==> config.mk <==
export PLATFORM = sky130hd
export DESIGN_NAME = dm_access_ctrl
export DESIGN_NICKNAME = d
export VERILOG_FILES = /design/src/rtl/dm_access_ctrl.sv
export SDC_FILE = /design/constraint.sdc
export NUM_CORES = 1
export LEC_CHECK = 0
export BUFFER_PORTS_ARGS = -buffer_cell sky130_fd_sc_hd__buf_4
export CORE_ASPECT_RATIO = 1.2
export CORE_MARGIN = 10
export CORE_UTILIZATION = 27
export DETAILED_ROUTE_END_ITERATION = 16
export GPL_TIMING_DRIVEN = 0
export SYNTH_ARGS = -nofsm -noshare
export SYNTH_HDL_FRONTEND = slang
export SYNTH_SLANG_ARGS = --single-unit
==> constraint.sdc <==
create_clock -name clk -period 4.5 [get_ports clk]
set_input_delay 0.9 -clock clk [delete_from_list [all_inputs] [get_ports clk]]
set_output_delay 0.9 -clock clk [all_outputs]
set_load 0.01 [all_outputs]
==> src/rtl/dm_access_ctrl.sv <==
// Load/store initiator: turns byte/half/word requests into word accesses, with RMW for sub-word stores.
// Latency accept->resp: errors 1, loads/SW 2, SH/SB 3; RESP holds until resp_ready, req_ready only in IDLE.
module dm_access_ctrl #(
   parameter int DM_WORDS = 3072
) (
   input  logic        clk,
   input  logic        reset,
   input  logic        req_valid,
   output logic        req_ready,
   input  logic [2:0]  req_op,
   input  logic [31:0] req_addr,
   input  logic [31:0] req_wdata,
   output logic        resp_valid,
   input  logic        resp_ready,
   output logic [31:0] resp_rdata,
   output logic [1:0]  resp_err,
   output logic [31:0] dm_addr,
   output logic [31:0] dm_wdata,
   output logic        dm_we,
   input  logic [31:0] dm_rdata
);
   typedef enum logic [1:0] {ST_IDLE, ST_READ, ST_WRITE, ST_RESP} state_t;

   localparam logic [2:0] OP_LW  = 3'd0;
   localparam logic [2:0] OP_LH  = 3'd1;
   localparam logic [2:0] OP_LHU = 3'd2;
   localparam logic [2:0] OP_LB  = 3'd3;
   localparam logic [2:0] OP_LBU = 3'd4;
   localparam logic [2:0] OP_SW  = 3'd5;
   localparam logic [2:0] OP_SH  = 3'd6;
   localparam logic [2:0] OP_SB  = 3'd7;

   localparam logic [31:0] ADDR_LIMIT = 32'(DM_WORDS * 4);

   state_t      state_q, state_d;
   logic [2:0]  op_q, op_d;
   logic [31:0] addr_q, addr_d;
   logic [31:0] wdata_q, wdata_d;
   logic [31:0] buf_q, buf_d;
   logic [1:0]  err_q, err_d;

   logic [1:0]  req_err;
   logic        is_load;
   logic [31:0] word_addr;
   logic [31:0] merged;
   logic [31:0] lane_data;
   logic [15:0] lane_h;
   logic [7:0]  lane_b;

   // Misalignment outranks the range check when both apply.
   always_comb begin
      req_err = 2'b00;
      if (((req_op == OP_LW || req_op == OP_SW) && req_addr[1:0] != 2'b00) ||
          ((req_op == OP_LH || req_op == OP_LHU || req_op == OP_SH) && req_addr[0])) begin
         req_err = 2'b01;
      end else if (req_addr >= ADDR_LIMIT) begin
         req_err = 2'b10;
      end
   end

   assign is_load   = (op_q <= OP_LBU);
   assign word_addr = {addr_q[31:2], 2'b00};

   always_comb begin
      merged = buf_q;
      case (op_q)
         OP_SW: merged = wdata_q;
         OP_SH: begin
            if (addr_q[1]) merged[31:16] = wdata_q[15:0];
            else           merged[15:0]  = wdata_q[15:0];
         end
         OP_SB: begin
            case (addr_q[1:0])
               2'd0:    merged[7:0]   = wdata_q[7:0];
               2'd1:    merged[15:8]  = wdata_q[7:0];
               2'd2:    merged[23:16] = wdata_q[7:0];
               default: merged[31:24] = wdata_q[7:0];
            endcase
         end
         default: merged = buf_q;
      endcase
   end

   always_comb begin
      lane_h = addr_q[1] ? buf_q[31:16] : buf_q[15:0];
      case (addr_q[1:0])
         2'd0:    lane_b = buf_q[7:0];
         2'd1:    lane_b = buf_q[15:8];
         2'd2:    lane_b = buf_q[23:16];
         default: lane_b = buf_q[31:24];
      endcase
      case (op_q)
         OP_LH:   lane_data = {{16{lane_h[15]}}, lane_h};
         OP_LHU:  lane_data = {16'h0000, lane_h};
         OP_LB:   lane_data = {{24{lane_b[7]}}, lane_b};
         OP_LBU:  lane_data = {24'h000000, lane_b};
         default: lane_data = buf_q;
      endcase
   end

   always_ff @(posedge clk or posedge reset) begin
      if (reset) begin
         state_q <= ST_IDLE;
         op_q    <= 3'd0;
         addr_q  <= 32'd0;
         wdata_q <= 32'd0;
         buf_q   <= 32'd0;
         err_q   <= 2'b00;
      end else begin
         state_q <= state_d;
         op_q    <= op_d;
         addr_q  <= addr_d;
         wdata_q <= wdata_d;
         buf_q   <= buf_d;
         err_q   <= err_d;
      end
   end

   always_comb begin
      state_d    = state_q;
      op_d       = op_q;
      addr_d     = addr_q;
      wdata_d    = wdata_q;
      buf_d      = buf_q;
      err_d      = err_q;
      req_ready  = 1'b0;
      resp_valid = 1'b0;
      resp_rdata = 32'd0;
      resp_err   = 2'b00;
      dm_addr    = 32'd0;
      dm_wdata   = 32'd0;
      dm_we      = 1'b0;
      case (state_q)
         ST_IDLE: begin
            req_ready = 1'b1;
            if (req_valid) begin
               op_d    = req_op;
               addr_d  = req_addr;
               wdata_d = req_wdata;
               err_d   = req_err;
               if (req_err != 2'b00)  state_d = ST_RESP;
               else if (req_op == OP_SW) state_d = ST_WRITE;
               else                   state_d = ST_READ;
            end
         end
         ST_READ: begin
            dm_addr = word_addr;
            buf_d   = dm_rdata;
            state_d = is_load ? ST_RESP : ST_WRITE;
         end
         ST_WRITE: begin
            // Merge uses the buffered word, never the live read port.
            dm_addr  = word_addr;
            dm_wdata = merged;
            dm_we    = 1'b1;
            state_d  = ST_RESP;
         end
         default: begin
            resp_valid = 1'b1;
            resp_err   = err_q;
            resp_rdata = (is_load && err_q == 2'b00) ? lane_data : 32'd0;
            if (resp_ready) state_d = ST_IDLE;
         end
      endcase
   end
endmodule

==> reports/metrics.cfg <==
[yosys]
synth.distinct_cells = 61
ys_seq_elements = 103
synthSimpleGateAreaFrac_pct = 12.4
synth_ff_type = dfrtp_1
synthMuxAreaShare_pct = 23.2
avgSynthCellArea_um2 = 10.7
synthAdderAreaFrac_pct = 0.832
synth_xor_area_share_pct = 0.146
synth_top_family_by_area = multiplexers
syn_inst = 563
synth_area_um2 = 6020
synth-edff-count = 0
synth-compound-area-share_pct = 16.6
yosysWarnings = 0
ys_async_sr_fraction_pct = 100
ys_seq_area_share_pct = 42.8

[route]
firstDrtPassIters = 5
totalWireLength_um = 23500
drt_iter0_drc = 300
antenna_left = 0
drt-vias-per-instance = 5.07
vias = 5352
wl_per_cell_um = 22.2
drc = 0

[timing]
finalCritPeriodShare_pct = 72.5
hold_viol = 0
worst_slack_ns = 1.24
rsz0062_at_grt = no
maxSlewHeadroom_pct = 51.6
whs_ns = 0.499
min_period_ns = 3.26
clock.fmax_mhz = 306
fin_worst_skew_ns = 0.00523
worst_pin_slew_ns = 0.726
setup_viol = 0
slew_violations = 0

[global_route]
overflow = 0
grt_max_degree = 60
antenna_found_initial = 0
grt_pass1_vias = 5482
track_usage_pct = 15.9
grt_pass1_wl_um = 34600

[die]
die-width_um = 156
start_util_pct = 27.6
core_um2 = 21800
pin_count = 204
dieArea_um2 = 28700
die-height_um = 184
row_count = 59

[setup_path]
arrival_ns = 2.36
critPathSlowestCell = a21oi_1
timing.rr.end = wdata_q[26]
crit_start = addr_q[0]
crit_path_end = dm_wdata[15]
critPathMaxFanout = 10
r2r_start = state_q[0]
cp_cell_sequence = buf_1 > nand2b_1 > a21oi_1 > o21ai_0 > a31oi_1 > buf_4
critical_path_class = flip-flop to output port
crit_path_end_kind = output port
critPathMaxStageDelay_ns = 0.49
required_ns = 3.60
start_kind = flip-flop
regToRegSetupSlack_ns = 2.23
reg2regPathDepth = 5

[clock_tree]
post_cts_buffers = 0
clock-sinks = 103
cts_max_path_buffers = 2
cts_buffers = 9
clkTransAtPathRegs_ns = 0.07
cts_tree = done
clk_latency_ns = 0.36
clock-root-buffer = clkbuf_16
cts.repair.resized = 0
h-tree-depth = 3
holdBufCountCts = 0

[run_status]
outcome = completed

[place]
place.gp.congestion = 0.905
pre_cts_ws_ns = 1.64
hpwl_um = 18700
io_buffers = 201

[power_and_ir_drop]
powerDensity_nw_per_um2 = 771
worst_ir_drop_vdd_v = 0.000324
leakage_nw = 3.67

[finish]
multi_input_area_um2 = 3200
drive_above_1_share_pct = 44.2
antenna_cells = 0
fillers = 2202
nets = 884
seqCellArea_um2 = 2580
syn_to_final_growth_pct = 35.9

[hold_path]
worstHoldPathType = flip-flop to flip-flop

[run]
max_cap_violations = 0

cell usage in the layout (no fill, tap or decap), types with 15 or more instances in the layout:
cell type,Yosys,routed
buf_4,4,205
dfrtp_1,103,103
mux2_2,97,97
and2_1,40,40
nand2_1,32,32
mux2i_1,28,28
nor2_1,27,27
clkbuf_1,20,21
o21a_1,19,19
a21oi_1,19,19
o21ai_0,18,18
buf_2,15,15
per-layer routing:
metal	part of all wire [%]	routed length [um]	vias to the layer above	track usage, %
met5	0	0	-	0
met3	10	2460	12	6.04
met4	0.88	207	0	4.01
met1	40	9350	2630	18.7
met2	49	11500	226	26.7
li1	-	-	2484	-
metrics by stage:
stage / power [mW] / instance area, um2 / instances / util, % / TNS (ns)
after floorplan: 4.03 / 6020 / 564 / - / 0
after global placement: 5.51 / 7870 / 1039 / 36.2 / -60.66
after detailed placement: 5.57 / 7900 / 1040 / 36.3 / 0
after CTS: 6.36 / 8180 / 1056 / 37.6 / 0
after global routing: 6.74 / 8180 / 1056 / 37.6 / 0
final: 6.31 / 8180 / 1056 / 37.6 / 0
state kept, by name, indices dropped and copies added (netlist names):
signal and count:
addr_q 32, buf_q 32, wdata_q 32, op_q 3
err_q 2, state_q 2
worst min-delay path by stage:
stage	endpoint	startpoint	cells past startpoint
6_report	addr_q[4]	addr_q[4]	1
3_5_place_dp	addr_q[25]	addr_q[25]	1
5_1_grt	addr_q[4]	addr_q[4]	1
3_3_place_gp	addr_q[4]	addr_q[4]	1
4_1_cts	addr_q[25]	addr_q[25]	1
2_1_floorplan	err_q[1]	err_q[1]	2
cell usage after synthesis (all sizes together), types with 5 or more instances:
library cell	number	area (um2)
dfrtp	103	2580
mux2	97	1090
and2	40	250
nand2	33	126
o21ai	30	154
mux2i	28	280
nor2	27	101
buf	22	124
a21oi	21	120
clkbuf	20	75.1
o21a	19	143
a31oi	11	68.8
inv	11	41.3
nand3	10	55.1
o22a	9	78.8
a22o	8	70.1
o221a	8	90.1
a221oi	6	52.6
nor4	6	37.5
a22oi	5	37.5
critical path, delay by kind of cell (launching register included):
kind	cells	cell delay, ns
flops	1	0.40
buf+inv	2	0.42
simple gates	1	0.25
compound gates	3	0.94
final cells by class:
cell class / count / share of cell area (%)
buffer: 42 / 2.43
clock inverter: 5 / 0.413
clock buffer: 11 / 2.97
multi-input combinational: 408 / 39.2
tap: 274 / 4.19
timing repair buffer: 202 / 18.8
sequential: 103 / 31.5
inverter: 11 / 0.535
kinds of logic (layout without fill, tap and decap cells):
family,after synthesis,count (layout)
AOI/OAI and AO/OA,137,137
and+or+nand+nor,138,138
adders and majority gates,4,4
xor gates and xnor gates,1,1
other,1,2
DFF,103,103
muxes,126,126
buffers and inverters,53,271
power by group:
part	switching, mW	internal (mW)
Sequential	0.508	1.41
Combinational	1.91	1.72
Clock	0.372	0.390
No activity file was read; power rests on OpenSTA's default activity.
